==> config.mk <==
export PLATFORM = sky130hd
export DESIGN_NAME = stop_watch
export DESIGN_NICKNAME = d
export VERILOG_FILES = /design/src/rtl/stop_watch_pkg.sv /design/src/rtl/seg7_decoder.sv /design/src/rtl/stop_watch.sv
export SDC_FILE = /design/constraint.sdc
export NUM_CORES = 1
export LEC_CHECK = 0
export CAP_MARGIN = 0
export CORE_UTILIZATION = 45
export CTS_BUF_LIST = sky130_fd_sc_hd__clkbuf_4
export CTS_CLUSTER_SIZE = 30
export DETAILED_ROUTE_END_ITERATION = 7
export GPL_ROUTABILITY_DRIVEN = 0
export GPL_TIMING_DRIVEN = 0
export PLACE_DENSITY = 0.66
export SETUP_SLACK_MARGIN = 0.1
export SYNTH_ARGS = -nofsm -noshare
export SYNTH_HDL_FRONTEND = slang
export SYNTH_SLANG_ARGS = --single-unit
==> constraint.sdc <==
create_clock -name CLK -period 3.1 [get_ports CLK]
set_input_delay 0.31 -clock CLK [delete_from_list [all_inputs] [get_ports CLK]]
set_output_delay 0.31 -clock CLK [all_outputs]
set_load 0.05 [all_outputs]
==> src/rtl/stop_watch_pkg.sv <==
// Shared constants for the stopwatch: digit limits, widths and the
// active-low gfedcba seven-segment codes.
package stop_watch_pkg;

  localparam int unsigned DIGIT_W  = 4;
  localparam int unsigned SEG_W    = 7;
  localparam int unsigned TENTHS_W = 10;

  localparam logic [DIGIT_W-1:0] TENS_MAX  = 4'd5;
  localparam logic [DIGIT_W-1:0] DIGIT_MAX = 4'd9;

  localparam logic [SEG_W-1:0] SEG_0     = 7'b1000000;
  localparam logic [SEG_W-1:0] SEG_1     = 7'b1111001;
  localparam logic [SEG_W-1:0] SEG_2     = 7'b0100100;
  localparam logic [SEG_W-1:0] SEG_3     = 7'b0110000;
  localparam logic [SEG_W-1:0] SEG_4     = 7'b0011001;
  localparam logic [SEG_W-1:0] SEG_5     = 7'b0010010;
  localparam logic [SEG_W-1:0] SEG_6     = 7'b0000010;
  localparam logic [SEG_W-1:0] SEG_7     = 7'b1111000;
  localparam logic [SEG_W-1:0] SEG_8     = 7'b0000000;
  localparam logic [SEG_W-1:0] SEG_9     = 7'b0010000;
  localparam logic [SEG_W-1:0] SEG_BLANK = 7'b1111111;

endpackage

==> src/rtl/seg7_decoder.sv <==
// BCD digit to active-low seven-segment code; non-decimal values blank the digit.
module seg7_decoder
  import stop_watch_pkg::*;
(
  input  logic [3:0] bcd_i,
  output logic [6:0] seg_o
);

  always_comb begin
    seg_o = SEG_BLANK;
    case (bcd_i)
      4'd0:    seg_o = SEG_0;
      4'd1:    seg_o = SEG_1;
      4'd2:    seg_o = SEG_2;
      4'd3:    seg_o = SEG_3;
      4'd4:    seg_o = SEG_4;
      4'd5:    seg_o = SEG_5;
      4'd6:    seg_o = SEG_6;
      4'd7:    seg_o = SEG_7;
      4'd8:    seg_o = SEG_8;
      4'd9:    seg_o = SEG_9;
      default: seg_o = SEG_BLANK;
    endcase
  end

endmodule

==> src/rtl/stop_watch.sv <==
// Start/stop stopwatch counting 00.0 to 59.9 s in tenths, driven by one
// debounced-by-synchronizer pushbutton; display decode is combinational.
module stop_watch
  import stop_watch_pkg::*;
#(
  parameter int unsigned TICKS_PER_TENTH = 5000000
) (
  input  logic        CLK,
  input  logic        RESET,
  input  logic        STRTSTOP,
  output logic [6:0]  ONESOUT,
  output logic [6:0]  TENSOUT,
  output logic [9:0]  TENTHSOUT
);

  localparam int unsigned PRESC_W = (TICKS_PER_TENTH > 2) ? $clog2(TICKS_PER_TENTH) : 1;
  localparam logic [PRESC_W-1:0] PRESC_LAST = PRESC_W'(TICKS_PER_TENTH - 1);

  logic               sync1_q, sync2_q, sync3_q;
  logic               run_q, run_d;
  logic [PRESC_W-1:0] presc_q, presc_d;
  logic [DIGIT_W-1:0] tenths_q, tenths_d;
  logic [DIGIT_W-1:0] ones_q, ones_d;
  logic [DIGIT_W-1:0] tens_q, tens_d;
  logic               press;
  logic               tick;

  // sync3_q holds the previous synchronized level for falling-edge detection
  always_ff @(posedge CLK or negedge RESET) begin
    if (!RESET) begin
      sync1_q  <= 1'b1;
      sync2_q  <= 1'b1;
      sync3_q  <= 1'b1;
      run_q    <= 1'b0;
      presc_q  <= '0;
      tenths_q <= '0;
      ones_q   <= '0;
      tens_q   <= '0;
    end else begin
      sync1_q  <= STRTSTOP;
      sync2_q  <= sync1_q;
      sync3_q  <= sync2_q;
      run_q    <= run_d;
      presc_q  <= presc_d;
      tenths_q <= tenths_d;
      ones_q   <= ones_d;
      tens_q   <= tens_d;
    end
  end

  // A tick coinciding with a stopping press still lands before run drops.
  always_comb begin
    press    = sync3_q & ~sync2_q;
    tick     = run_q && (presc_q == PRESC_LAST);
    run_d    = run_q;
    presc_d  = presc_q;
    tenths_d = tenths_q;
    ones_d   = ones_q;
    tens_d   = tens_q;

    if (run_q) begin
      presc_d = tick ? '0 : presc_q + PRESC_W'(1);
    end

    if (tick) begin
      if (tenths_q == DIGIT_MAX) begin
        tenths_d = '0;
        if (ones_q == DIGIT_MAX) begin
          ones_d = '0;
          tens_d = (tens_q == TENS_MAX) ? '0 : tens_q + DIGIT_W'(1);
        end else begin
          ones_d = ones_q + DIGIT_W'(1);
        end
      end else begin
        tenths_d = tenths_q + DIGIT_W'(1);
      end
    end

    if (press) begin
      run_d = ~run_q;
    end
  end

  seg7_decoder u_ones_dec (
    .bcd_i (ones_q),
    .seg_o (ONESOUT)
  );

  seg7_decoder u_tens_dec (
    .bcd_i (tens_q),
    .seg_o (TENSOUT)
  );

  // Out-of-range tenths shift past bit 9 and leave the indicator dark
  assign TENTHSOUT = TENTHS_W'(1) << tenths_q;

endmodule

==> report_table.html, run 1 <==
<table>
<tr><th>Metric</th><th>Value</th></tr>
<tr><th colspan="2">Floorplanning</th></tr>
<tr><td>Effective utilization at floorplan</td><td>48.1%</td></tr>
<tr><td>Vertical extent of the die</td><td>74.0 um</td></tr>
<tr><td>Total number of placement rows</td><td>25</td></tr>
<tr><td>Area of the die</td><td>0.00547 mm^2</td></tr>
<tr><td># IOs</td><td>27</td></tr>
<tr><td>Width of the die</td><td>74.0 um</td></tr>
<tr><td>Standard cell core area</td><td>0.00485 mm^2</td></tr>
<tr><th colspan="2">Detailed routing</th></tr>
<tr><td>Wire length per cell after detailed routing</td><td>12.4 um</td></tr>
<tr><td>Count of TritonRoute iterations in the first routing pass</td><td>4</td></tr>
<tr><td>Vias after detailed routing</td><td>1897</td></tr>
<tr><td>Number of remaining DRC errors</td><td>0</td></tr>
<tr><td>Number of nets with antenna violations after detailed routing</td><td>0</td></tr>
<tr><td>Via-per-instance ratio</td><td>5.30</td></tr>
<tr><td>DRC marker count from the first detailed-route iteration</td><td>48</td></tr>
<tr><td>Detailed-route wire length</td><td>4.42 mm</td></tr>
<tr><th colspan="2">Global route</th></tr>
<tr><td>Wire length of the first global-routing pass</td><td>7.73 mm</td></tr>
<tr><td>Total congestion overflow</td><td>0</td></tr>
<tr><td>Total routing usage reported by global routing</td><td>18.5%</td></tr>
<tr><td>Largest net degree at the start of global routing</td><td>40</td></tr>
<tr><td>Vias in the first global route</td><td>1726</td></tr>
<tr><td>Initial antenna violation count</td><td>0</td></tr>
<tr><th colspan="2">Cells and area</th></tr>
<tr><td>Share of post-route cells with drive strength above 1</td><td>7.90%</td></tr>
<tr><td>Antenna Diode Count</td><td>0</td></tr>
<tr><td>Growth of design area from synthesis to finish</td><td>16.5%</td></tr>
<tr><td>Final layout net count</td><td>308</td></tr>
<tr><th colspan="2">Setup path</th></tr>
<tr><td>Arr. time, crit path</td><td>2.38 ns</td></tr>
<tr><td>Worst setup path start</td><td>ones_q[1]</td></tr>
<tr><td>Critical path data required time</td><td>2.79 ns</td></tr>
<tr><td>CP endpoint kind</td><td>output pin</td></tr>
<tr><td>Setup Crit Path Kind</td><td>reg -&gt; out</td></tr>
<tr><td>Critical R2R Capture</td><td>tenths_q[3]</td></tr>
<tr><td>Critical path peak fanout</td><td>6</td></tr>
<tr><td>Startpoint type of the worst setup path</td><td>register</td></tr>
<tr><td>Slack of the worst reg-to-reg path</td><td>0.63 ns</td></tr>
<tr><td>Worst reg-to-reg path cell count</td><td>8</td></tr>
<tr><td>Worst R2R Start</td><td>presc_q[0]</td></tr>
<tr><th colspan="2">Synth</th></tr>
<tr><td>Number of warnings reported in the yosys synthesis log</td><td>0</td></tr>
<tr><td>Sequential cell area fraction in the yosys report</td><td>42.0%</td></tr>
<tr><td>Most used DFF post-synth</td><td>dfrtp_1</td></tr>
<tr><td>Post-Syn Nets</td><td>275</td></tr>
<tr><td>Syn Area/Cell</td><td>9.00 um^2</td></tr>
<tr><td>Cell count after synthesis</td><td>259</td></tr>
<tr><td>Most area-hungry cell type in the Yosys netlist</td><td>dfrtp_1</td></tr>
<tr><td>Number of enable flip-flop cells after synthesis</td><td>0</td></tr>
<tr><td>Flip-flop and latch count after synthesis</td><td>39</td></tr>
<tr><td>Most area-consuming cells after synthesis</td><td>dfrtp_1 (39%), ha_1 (7.0%), xnor2_1 (4.5%)</td></tr>
<tr><td>Async set-reset flop share out of synthesis</td><td>100%</td></tr>
<tr><td>Top cell type's share of synthesized area</td><td>38.6%</td></tr>
<tr><td>Netlist Area Pre-Place</td><td>0.00233 mm^2</td></tr>
<tr><td>Count of distinct cell types in the synthesized netlist</td><td>43</td></tr>
<tr><th colspan="2">Clock tree</th></tr>
<tr><td>Clock sink total</td><td>39</td></tr>
<tr><td>Bufs on Longest Clock Path</td><td>2</td></tr>
<tr><td>Cell chosen for the clock root</td><td>clkbuf_4</td></tr>
<tr><td>CTS clock-pin slew for the worst setup and hold paths</td><td>0.11 ns</td></tr>
<tr><td>TritonCTS clock tree</td><td>built</td></tr>
<tr><td>Clk Latency, worst-skew pair</td><td>0.34 ns</td></tr>
<tr><td>Clock buffers created by TritonCTS</td><td>5</td></tr>
<tr><td>Cts-stage hold buffer count</td><td>0</td></tr>
<tr><td>Number of H-tree levels</td><td>2</td></tr>
<tr><td>PostCTS Resize Cnt</td><td>0</td></tr>
<tr><td>Post-CTS setup buffer count</td><td>0</td></tr>
<tr><th colspan="2">Timing</th></tr>
<tr><td>TNS Setup</td><td>0 ns</td></tr>
<tr><td>Count of endpoints failing setup in the final report</td><td>0</td></tr>
<tr><td>Number of endpoints with negative hold slack in the final report</td><td>0</td></tr>
<tr><td>Worst rel slew slack</td><td>44.4%</td></tr>
<tr><td>Final clock skew</td><td>0.00965 ns</td></tr>
<tr><td>Time the worst path needs with I/O delays and setup</td><td>2.69 ns</td></tr>
<tr><td>Number of pins with negative max-slew slack in the final report</td><td>0</td></tr>
<tr><td>Worst Tran Pin Value</td><td>0.834 ns</td></tr>
<tr><td>RSZ-0062 raised after global routing</td><td>false</td></tr>
<tr><td>Final period utilization</td><td>86.7%</td></tr>
<tr><td>Maximum frequency from static timing analysis</td><td>0.372 GHz</td></tr>
<tr><th colspan="2">Power and ir drop</th></tr>
<tr><td>Pwr dens</td><td>362 mW/mm^2</td></tr>
<tr><td>Post-layout power</td><td>983 uW</td></tr>
<tr><td>Worst IR drop on VDD</td><td>0.299 mV</td></tr>
<tr><td>Standby leakage power</td><td>0.00123 uW</td></tr>
<tr><th colspan="2">Place</th></tr>
<tr><td>Count of port buffers added during placement</td><td>26</td></tr>
<tr><td>Detailed placement HPWL</td><td>3.22 mm</td></tr>
<tr><th colspan="2">Worst hold path</th></tr>
<tr><td>Path class of the lowest-slack min-delay path</td><td>in -&gt; async</td></tr>
<tr><th colspan="2">Flow run</th></tr>
<tr><td>Total of max-cap violations</td><td>0</td></tr>
<tr><th colspan="2">Outcome</th></tr>
<tr><td>Outcome</td><td>finished, final reports clean</td></tr>
</table>
-- how the worst max path moves through the flow --
stage | endpoint
CTS | TENSOUT[5]
floorplan | TENTHSOUT[1]
detailed placement | tenths_q[3]
global placement | tenths_q[3]
finish | ONESOUT[3]
global route | ONESOUT[0]
-- critical path: stages, from the launching register on --
cell             delay, ns
dfrtp_1               0.46
inv_1                 0.14
ha_1                  0.24
or2_2                 0.30
a21oi_1               0.13
nor2_1                0.05
clkdlybuf4s50_1       0.71
-- kinds of logic after synthesis --
logic type	Yosys count	synth area share [%]
compound gates	37	8.96
flops	39	42.0
mux	5	2.36
xor+xnor	20	7.51
simple gates	121	27.7
fa+ha+maj	13	6.98
buf+inv	24	4.45
-- registers in the layout (all words and copies together), names as in the netlist --
register	flops
sync2_q	1
presc_q	23
tens_q	4
ones_q	4
tenths_q	4
sync3_q	1
run_q	1
sync1_q	1
-- synth_stat cells (2+ instances only) --
cell type   n
clkbuf_1    8
or2_2       2
a21o_1      2
nor2b_1     5
dfrtp_1    36
nor4_1      2
ha_1       13
nand2_1    27
o21ai_0    14
dfstp_2     3
and4_1      2
a31oi_1     2
nand3_1    16
nor2_1     26
inv_1      12
nand2b_1    7
xor2_1      8
and2_1      4
and3_1      3
mux2_2      3
o31ai_1     3
a21oi_1    12
nor4b_1     4
nor3_1      8
xnor2_1    12
nand4_1     8
-- cell usage in the layout, fill, tap and decap left out, types with 2 or more instances in the layout --
cell	netlist	routed
nor4_1	2	2
xor2_1	8	8
a21o_1	2	2
inv_1	12	12
xnor2_1	12	12
o21ai_0	14	14
and3_1	3	3
dfrtp_1	36	36
a21oi_1	12	12
nand2_1	27	27
nand2b_1	7	7
clkbuf_1	8	8
mux2_2	3	3
nand4_1	8	8
nor3_1	8	8
dfstp_2	3	3
a31oi_1	2	2
nor2b_1	5	5
or2_2	2	2
o31ai_1	3	3
ha_1	13	13
nand3_1	16	16
clkbuf_4	0	6
nor2_1	26	26
nor4b_1	4	4
and4_1	2	2
buf_2	1	2
and2_1	4	4
clkdlybuf4s50_1	0	25
-- metal layers --
metal | up-vias | part of all wire (%) | track usage, %
met5 | - | 0 | 0
met4 | 0 | 1.2 | 5.77
met3 | 4 | 3.5 | 4.47
met2 | 38 | 47 | 30.0
met1 | 892 | 49 | 24.6
li1 | 963 | - | -
-- area by class of cell --
type,instances,area (um^2)
buffer,12,58.8
clock buffer,6,45.0
sequential,39,980
inverter,12,45.0
tap,67,83.8
multi-input combinational,196,1250
fill,445,2130
timing repair buffer,26,255
-- through the flow --
step / cell area (um^2) / hold WS, ns / util, % / cells / setup slack, ns
floorplan: 2330 / 0.0144 / - / 259 / 0.538
global placement: 2680 / 0.346 / 55.2 / 352 / 0.642
detailed placement: 2670 / 0.349 / 55.1 / 352 / 0.642
CTS: 2720 / 0.0860 / 56.0 / 358 / 0.381
global route: 2720 / 0.121 / 56.0 / 358 / 0.226
finish: 2720 / 0.0649 / 56.0 / 358 / 0.413
-- power by group --
group,internal [uW],switching [uW]
sequential,558,48.3
clock,89.5,148
combinational,66.2,73.8
No activity file was read; power rests on OpenSTA's default activity.
==> inputs of run 2 (changes only) <==
SLEW_MARGIN = 20   (was unset)
==> run 2 against run 1 <==
Design area rose by 1.4%. Clock power rose by 5%. Hold slack improved by 0.30 ns. Non-clock buffer count rose by 2. Sequential share of layout area fell by 0.49 points. Total power rose by 1.4%. Core utilization rose by 0.77 points. Largest power group unchanged. Sequential power barely moved. Die area did not move.
==> report_table.html, run 2 (synthesis results as in run 1) <==
<table>
<tr><th>Metric</th><th>Value</th></tr>
<tr><th colspan="2">Setup path</th></tr>
<tr><td>Critical path peak fanout</td><td>6 (unchanged)</td></tr>
<tr><td>Critical R2R Capture</td><td>tenths_q[3]</td></tr>
<tr><td>Startpoint type of the worst setup path</td><td>register</td></tr>
<tr><td>CP endpoint kind</td><td>output pin</td></tr>
<tr><td>Arr. time, crit path</td><td>2.37 ns (about the same)</td></tr>
<tr><td>Slack of the worst reg-to-reg path</td><td>0.71 ns (+0.08 ns)</td></tr>
<tr><td>Worst R2R Start</td><td>presc_q[0]</td></tr>
<tr><td>Worst reg-to-reg path cell count</td><td>8 (unchanged)</td></tr>
<tr><td>Critical path data required time</td><td>2.79 ns (about the same)</td></tr>
<tr><td>Setup Crit Path Kind</td><td>reg -&gt; out</td></tr>
<tr><th colspan="2">Detailed routing</th></tr>
<tr><td>Wire length per cell after detailed routing</td><td>12.1 um (-1.7%)</td></tr>
<tr><td>Number of nets with antenna violations after detailed routing</td><td>0 (unchanged)</td></tr>
<tr><td>Number of remaining DRC errors</td><td>0 (unchanged)</td></tr>
<tr><td>Count of TritonRoute iterations in the first routing pass</td><td>4 (unchanged)</td></tr>
<tr><td>Detailed-route wire length</td><td>4.40 mm (-0.59%)</td></tr>
<tr><td>Vias after detailed routing</td><td>1899 (+0.11%)</td></tr>
<tr><td>Via-per-instance ratio</td><td>5.25 (-1.0%)</td></tr>
<tr><td>DRC marker count from the first detailed-route iteration</td><td>68 (+42%)</td></tr>
<tr><th colspan="2">Timing</th></tr>
<tr><td>Time the worst path needs with I/O delays and setup</td><td>2.68 ns (-0.0112 ns)</td></tr>
<tr><td>RSZ-0062 raised after global routing</td><td>false</td></tr>
<tr><td>Maximum frequency from static timing analysis</td><td>0.374 GHz (+0.42%)</td></tr>
<tr><td>Final clock skew</td><td>0.0111 ns (+0.00146 ns)</td></tr>
<tr><td>TNS Setup</td><td>0 ns (unchanged)</td></tr>
<tr><td>Count of endpoints failing setup in the final report</td><td>0 (unchanged)</td></tr>
<tr><td>Worst Tran Pin Value</td><td>0.691 ns (-0.143 ns)</td></tr>
<tr><td>Worst rel slew slack</td><td>53.6% (+9.2 points)</td></tr>
<tr><td>Final period utilization</td><td>86.3% (-0.36 points)</td></tr>
<tr><td>Number of pins with negative max-slew slack in the final report</td><td>0 (unchanged)</td></tr>
<tr><td>Number of endpoints with negative hold slack in the final report</td><td>0 (unchanged)</td></tr>
<tr><th colspan="2">Cells and area</th></tr>
<tr><td>Most common cell after layout, fill and taps aside</td><td>dfrtp_1</td></tr>
<tr><td>Leading cell types in the layout, fill and taps excluded</td><td>dfrtp_1 (36), nand2_1 (27), nor2_1 (26)</td></tr>
<tr><td>Sequential cell area in the final layout</td><td>980 um^2 (unchanged)</td></tr>
<tr><td>End-of-flow core utilization</td><td>56.8% (+0.77 points)</td></tr>
<tr><td>Share of post-route cells with drive strength above 1</td><td>8.14% (+0.23 points)</td></tr>
<tr><td>Combined area of the multi-input logic cells</td><td>0.00125 mm^2 (unchanged)</td></tr>
<tr><td>Most flop-heavy register</td><td>presc_q</td></tr>
<tr><td>Final layout net count</td><td>310 (+0.65%)</td></tr>
<tr><td>Count of non-filler cells in the finished layout</td><td>362 (+1.1%)</td></tr>
<tr><td>Number of fill cells</td><td>441 (-0.90%)</td></tr>
<tr><td>Antenna Diode Count</td><td>0 (unchanged)</td></tr>
<tr><td>Growth of design area from synthesis to finish</td><td>18.1%</td></tr>
<tr><td>Number of flip-flops in the largest register</td><td>23 (unchanged)</td></tr>
<tr><th colspan="2">Floorplanning</th></tr>
<tr><td>Effective utilization at floorplan</td><td>48.1% (unchanged)</td></tr>
<tr><td>Standard cell core area</td><td>0.00485 mm^2 (unchanged)</td></tr>
<tr><td>Area of the die</td><td>0.00547 mm^2 (unchanged)</td></tr>
<tr><td>Vertical extent of the die</td><td>74.0 um (unchanged)</td></tr>
<tr><td>Total number of placement rows</td><td>25 (unchanged)</td></tr>
<tr><td>Width of the die</td><td>74.0 um (unchanged)</td></tr>
<tr><td># IOs</td><td>27 (unchanged)</td></tr>
<tr><th colspan="2">Worst hold path</th></tr>
<tr><td>Path class of the lowest-slack min-delay path</td><td>reg -&gt; reg</td></tr>
<tr><td>End point of the worst hold path</td><td>sync2_q</td></tr>
<tr><td>Critical hold path startpoint</td><td>sync1_q</td></tr>
<tr><td>Worst hold path stage count</td><td>0</td></tr>
<tr><th colspan="2">Global route</th></tr>
<tr><td>Largest net degree at the start of global routing</td><td>30 (-25%)</td></tr>
<tr><td>Total routing usage reported by global routing</td><td>18.2% (-0.32 points)</td></tr>
<tr><td>Wire length of the first global-routing pass</td><td>7.57 mm (-2.1%)</td></tr>
<tr><td>Vias in the first global route</td><td>1675 (-3.0%)</td></tr>
<tr><td>Total congestion overflow</td><td>0 (unchanged)</td></tr>
<tr><td>Initial antenna violation count</td><td>0 (unchanged)</td></tr>
<tr><th colspan="2">Place</th></tr>
<tr><td>Detailed placement HPWL</td><td>3.26 mm (+1.2%)</td></tr>
<tr><td>Count of port buffers added during placement</td><td>26 (unchanged)</td></tr>
<tr><td>Placed Cells incl. Taps</td><td>353 (+0.28%)</td></tr>
<tr><th colspan="2">Power and ir drop</th></tr>
<tr><td>Standby leakage power</td><td>0.00124 uW (+1.4%)</td></tr>
<tr><td>Clock network fraction of total power</td><td>24.9% (+0.8 points)</td></tr>
<tr><td>Part of the power in combinational logic</td><td>14.5% (+0.3 points)</td></tr>
<tr><td>Worst IR drop on VDD</td><td>0.380 mV (+27%)</td></tr>
<tr><td>Proportion of power drawn by flip-flops and latches</td><td>60.7% (-0.9 points)</td></tr>
<tr><td>Pwr dens</td><td>362 mW/mm^2 (about the same)</td></tr>
<tr><td>Switching power</td><td>276 uW (+2.5%)</td></tr>
<tr><td>Switching share of total power</td><td>27.7% (+0.29 points)</td></tr>
<tr><td>Pint</td><td>720 uW (+0.98%)</td></tr>
<tr><th colspan="2">Clock tree</th></tr>
<tr><td>Clock sink total</td><td>39 (unchanged)</td></tr>
<tr><td>Clk Latency, worst-skew pair</td><td>0.33 ns (about the same)</td></tr>
<tr><td>Number of H-tree levels</td><td>2 (unchanged)</td></tr>
<tr><td>TritonCTS clock tree</td><td>built</td></tr>
<tr><td>Post-CTS setup buffer count</td><td>0 (unchanged)</td></tr>
<tr><td>Clock buffers created by TritonCTS</td><td>5 (unchanged)</td></tr>
<tr><td>Cell chosen for the clock root</td><td>clkbuf_4</td></tr>
<tr><td>CTS clock-pin slew for the worst setup and hold paths</td><td>0.11 ns (about the same)</td></tr>
<tr><td>Bufs on Longest Clock Path</td><td>2 (unchanged)</td></tr>
<tr><th colspan="2">Outcome</th></tr>
<tr><td>Outcome</td><td>finished, final reports clean</td></tr>
<tr><th colspan="2">Flow run</th></tr>
<tr><td>Total of max-cap violations</td><td>0 (unchanged)</td></tr>
</table>
-- run 2: cell types whose count changed in the layout (fill, tap and decap cells not counted), sizes merged --
| cell | previous run | this run |
|---|---|---|
| clkinv | 0 | 2 |
| dlygate4sd3 | 0 | 1 |
| buf | 4 | 5 |
-- run 2: final cells by class --
class	instances	area share [%]
Timing Repair Buffer	28	10.4
Buffer	12	2.14
Clock buffer	6	1.64
Multi-Input combinational cell	196	45.3
Tap cell	67	3.05
Inverter	12	1.64
Sequential cell	39	35.6
Clock inverter	2	0.273
-- run 2: critical path, stage by stage, from the launching register on --
cell	delay [ns]
dfrtp_1	0.46
inv_1	0.14
ha_1	0.24
or2_2	0.30
a21oi_1	0.13
nor2_1	0.05
clkdlybuf4s50_1	0.71
-- run 2: per-stage QoR --
stage,instance area (um^2),hold slack (ns),setup WS (ns),total power [uW]
finish,2750,0.362,0.424,997
global placement,2680,0.346,0.642,753
CTS,2750,0.364,0.385,1010
floorplan,2330,0.0144,0.538,717
global route,2750,0.358,0.227,1070
detailed placement,2690,0.213,0.651,760
-- run 2: timing repair --
| item | 4_1_cts | 5_1_grt |
|---|---|---|
| hold buffers | 1 | 0 |
| endpoints found under the hold margin | 10 | 0 |
| gates resized for setup | 0 | 0 |
-- run 2: per-layer routing --
metal	global-route usage [%]	routed length (um)	vias up
met3	4.20	140	2
met1	24.6	2110	895
li1	-	-	966
met5	0	0	-
met2	29.4	2120	36
met4	5.13	24	0
-- run 2: worst max-delay path by stage --
stage / from / depth (start not counted) / slack, ns / to
2_1_floorplan: tenths_q[0] / 2 / 0.54 / TENTHSOUT[1]
3_3_place_gp: presc_q[0] / 8 / 0.64 / tenths_q[3]
3_5_place_dp: presc_q[0] / 8 / 0.65 / tenths_q[3]
4_1_cts: tens_q[2] / 5 / 0.38 / TENSOUT[6]
5_1_grt: ones_q[3] / 5 / 0.23 / ONESOUT[0]
6_report: ones_q[1] / 6 / 0.42 / ONESOUT[3]
-- run 2: power by group through the flow --
stage	sequential [uW]	combinational, uW	clock [uW]
2_1_floorplan	604	113	0
3_3_place_gp	611	143	0
3_5_place_dp	615	145	0
4_1_cts	604	148	261
5_1_grt	614	168	284
6_report	605	144	248
==> inputs of run 3 (changes only) <==
CORE_ASPECT_RATIO = 1.2   (was unset)
SLEW_MARGIN = 15   (was 20)
==> run 3 against run 2 <==
Register-to-register slack got worse by 0.07 ns. Global-route usage grew 0.29 points. Non-clock buffer count unchanged. Largest power group unchanged. Highest routed layer unchanged.
==> report_table.html, run 3 (synthesis results as in run 1) <==
<table>
<tr><th>Metric</th><th>Value</th></tr>
<tr><th colspan="2">Floorplanning</th></tr>
<tr><td>Standard cell core area</td><td>0.00497 mm^2 (+2.6%)</td></tr>
<tr><td>Total number of placement rows</td><td>28 (+12%)</td></tr>
<tr><td># IOs</td><td>27 (unchanged)</td></tr>
<tr><td>Effective utilization at floorplan</td><td>46.9% (-1.2 points)</td></tr>
<tr><td>Vertical extent of the die</td><td>80.8 um (+9.3%)</td></tr>
<tr><td>Area of the die</td><td>0.00547 mm^2 (about the same)</td></tr>
<tr><td>Width of the die</td><td>67.7 um (-8.5%)</td></tr>
<tr><th colspan="2">Setup path</th></tr>
<tr><td>Arr. time, crit path</td><td>2.38 ns (about the same)</td></tr>
<tr><td>Startpoint type of the worst setup path</td><td>register</td></tr>
<tr><td>Critical path data required time</td><td>2.79 ns (about the same)</td></tr>
<tr><td>Critical path peak fanout</td><td>10 (+4)</td></tr>
<tr><td>CP endpoint kind</td><td>output pin</td></tr>
<tr><td>Setup Crit Path Kind</td><td>reg -&gt; out</td></tr>
<tr><th colspan="2">Clock tree</th></tr>
<tr><td>Bufs on Longest Clock Path</td><td>2 (unchanged)</td></tr>
<tr><td>TritonCTS clock tree</td><td>built</td></tr>
<tr><td>Cell chosen for the clock root</td><td>clkbuf_4</td></tr>
<tr><td>Clock sink total</td><td>39 (unchanged)</td></tr>
<tr><td>Number of H-tree levels</td><td>2 (unchanged)</td></tr>
<tr><td>CTS clock-pin slew for the worst setup and hold paths</td><td>0.12 ns (about the same)</td></tr>
<tr><td>Clock buffers created by TritonCTS</td><td>5 (unchanged)</td></tr>
<tr><td>Post-CTS setup buffer count</td><td>0 (unchanged)</td></tr>
<tr><td>Clk Latency, worst-skew pair</td><td>0.35 ns (+0.02 ns)</td></tr>
<tr><th colspan="2">Detailed routing</th></tr>
<tr><td>Uppermost metal layer occupied by signal nets</td><td>met4</td></tr>
<tr><td>Count of TritonRoute iterations in the first routing pass</td><td>4 (unchanged)</td></tr>
<tr><td>Detailed-route wire length</td><td>4.37 mm (-0.57%)</td></tr>
<tr><td>Number of nets with antenna violations after detailed routing</td><td>0 (unchanged)</td></tr>
<tr><td>Wire length per cell after detailed routing</td><td>12.3 um (+1.4%)</td></tr>
<tr><td>DRC marker count from the first detailed-route iteration</td><td>121 (+78%)</td></tr>
<tr><td>Detailed route wirelength on metal3</td><td>96 um (-31%)</td></tr>
<tr><td>Number of remaining DRC errors</td><td>0 (unchanged)</td></tr>
<tr><td>Routed metal-1 wire length</td><td>2.07 mm (-2.1%)</td></tr>
<tr><td>Via-per-instance ratio</td><td>5.21 (-0.66%)</td></tr>
<tr><td>Vias after detailed routing</td><td>1850 (-2.6%)</td></tr>
<tr><td>Met2 WL post-DR</td><td>2.14 mm (+0.85%)</td></tr>
<tr><th colspan="2">Timing</th></tr>
<tr><td>Final period utilization</td><td>86.7% (+0.39 points)</td></tr>
<tr><td>Number of endpoints with negative hold slack in the final report</td><td>0 (unchanged)</td></tr>
<tr><td>Worst rel slew slack</td><td>50.7% (-2.9 points)</td></tr>
<tr><td>Worst Tran Pin Value</td><td>0.733 ns (+0.0425 ns)</td></tr>
<tr><td>TNS Setup</td><td>0 ns (unchanged)</td></tr>
<tr><td>Post-route worst hold slack</td><td>0.351 ns (-0.0106 ns)</td></tr>
<tr><td>Maximum frequency from static timing analysis</td><td>0.372 GHz (-0.45%)</td></tr>
<tr><td>Number of pins with negative max-slew slack in the final report</td><td>0 (unchanged)</td></tr>
<tr><td>Count of endpoints failing setup in the final report</td><td>0 (unchanged)</td></tr>
<tr><td>Final clock skew</td><td>0.0109 ns (-0.000264 ns)</td></tr>
<tr><td>Time the worst path needs with I/O delays and setup</td><td>2.69 ns (+0.0122 ns)</td></tr>
<tr><td>RSZ-0062 raised after global routing</td><td>false</td></tr>
<tr><th colspan="2">Power and ir drop</th></tr>
<tr><td>Worst IR drop on VDD</td><td>0.257 mV (-32%)</td></tr>
<tr><td>Pwr dens</td><td>366 mW/mm^2 (+1.1%)</td></tr>
<tr><td>Standby leakage power</td><td>0.00124 uW (about the same)</td></tr>
<tr><th colspan="2">Cells and area</th></tr>
<tr><td>Share of post-route cells with drive strength above 1</td><td>8.81% (+0.68 points)</td></tr>
<tr><td>Antenna Diode Count</td><td>0 (unchanged)</td></tr>
<tr><td>Number of fill cells</td><td>476 (+7.9%)</td></tr>
<tr><td>Number of flip-flops in the largest register</td><td>23 (unchanged)</td></tr>
<tr><td>Leading cell types in the layout, fill and taps excluded</td><td>dfrtp_1 (36), nand2_1 (27), nor2_1 (26)</td></tr>
<tr><td>Combined area of the multi-input logic cells</td><td>0.00125 mm^2 (unchanged)</td></tr>
<tr><td>Most common cell after layout, fill and taps aside</td><td>dfrtp_1</td></tr>
<tr><td>Growth of design area from synthesis to finish</td><td>18.2%</td></tr>
<tr><td>Sequential cell area in the final layout</td><td>980 um^2 (unchanged)</td></tr>
<tr><td>Most flop-heavy register</td><td>presc_q</td></tr>
<tr><td>Final layout net count</td><td>310 (unchanged)</td></tr>
<tr><th colspan="2">Global route</th></tr>
<tr><td>Wire length of the first global-routing pass</td><td>7.70 mm (+1.7%)</td></tr>
<tr><td>Total routing usage reported by global routing</td><td>18.5% (+0.29 points)</td></tr>
<tr><td>Largest net degree at the start of global routing</td><td>22 (-27%)</td></tr>
<tr><td>Vias in the first global route</td><td>1707 (+1.9%)</td></tr>
<tr><td>Initial antenna violation count</td><td>0 (unchanged)</td></tr>
<tr><td>Total congestion overflow</td><td>0 (unchanged)</td></tr>
<tr><th colspan="2">Place</th></tr>
<tr><td>Detailed placement HPWL</td><td>3.28 mm (+0.70%)</td></tr>
<tr><td>Count of port buffers added during placement</td><td>26 (unchanged)</td></tr>
<tr><th colspan="2">Worst hold path</th></tr>
<tr><td>Path class of the lowest-slack min-delay path</td><td>in -&gt; reg</td></tr>
<tr><th colspan="2">Outcome</th></tr>
<tr><td>Outcome</td><td>finished, final reports clean</td></tr>
<tr><th colspan="2">Flow run</th></tr>
<tr><td>Total of max-cap violations</td><td>0 (unchanged)</td></tr>
</table>
==> run 3: timing repair <==
item	4_1_cts	5_1_grt
hold buffers	1	0
endpoints found under the hold margin	15	0
gates resized for setup	0	0
==> run 3: worst paths after layout <==
check                      startpoint           to  slack [ns]  depth (start not counted)
setup / recovery            tens_q[2]   TENSOUT[3]        0.41                          5
hold / removal               STRTSTOP      sync1_q        0.35                          1
setup reg to reg           presc_q[0]  tenths_q[3]        0.64                          8
hold reg to reg               sync1_q      sync2_q        0.36                          0
max in group asynchronous       RESET   presc_q[7]        2.20                          3
min in group asynchronous       RESET  presc_q[12]        0.43                          2
==> run 3: layout make-up <==
cell class,instances,area share [%]
repair buffers,28,10.6
flip-flops and latches,39,35.5
plain buffers,12,2.13
clock buffers,5,1.36
clock inverters,3,0.726
well taps,60,2.72
multi-input cells,196,45.3
inverters,12,1.63
==> run 3: stage by stage <==
step / area (um^2) / utilization [%] / setup slack [ns] / instances / total power [uW]
2_1_floorplan: 2330 / - / 0.538 / 259 / 717
5_1_grt: 2760 / 55.4 / 0.228 / 355 / 1070
3_5_place_dp: 2690 / 54.0 / 0.581 / 346 / 766
3_3_place_gp: 2670 / 53.6 / 0.662 / 345 / 755
6_report: 2760 / 55.4 / 0.412 / 355 / 1010
4_1_cts: 2760 / 55.4 / 0.381 / 355 / 1030
==> run 3: per-layer routing <==
metal,vias up,global-route usage (%)
li1,963,-
met1,860,23.4
met2,20,30.8
met3,7,3.37
met4,0,7.02
met5,-,0
==> run 3: critical path, cell delays in order (launching register included) <==
cell and delay [ns]:
dfrtp_1 0.39, clkbuf_1 0.32, inv_1 0.15, and3_1 0.25
nor2_1 0.11, clkdlybuf4s50_1 0.81
==> run 3: report_power, final <==
part,internal [uW],total [uW],switching (uW),leakage (uW)
clock,86.6,255,169,0.0000272
combinational,70.4,148,77.9,0.000693
sequential,558,605,47.9,0.000522
total,715,1010,294,0.00124
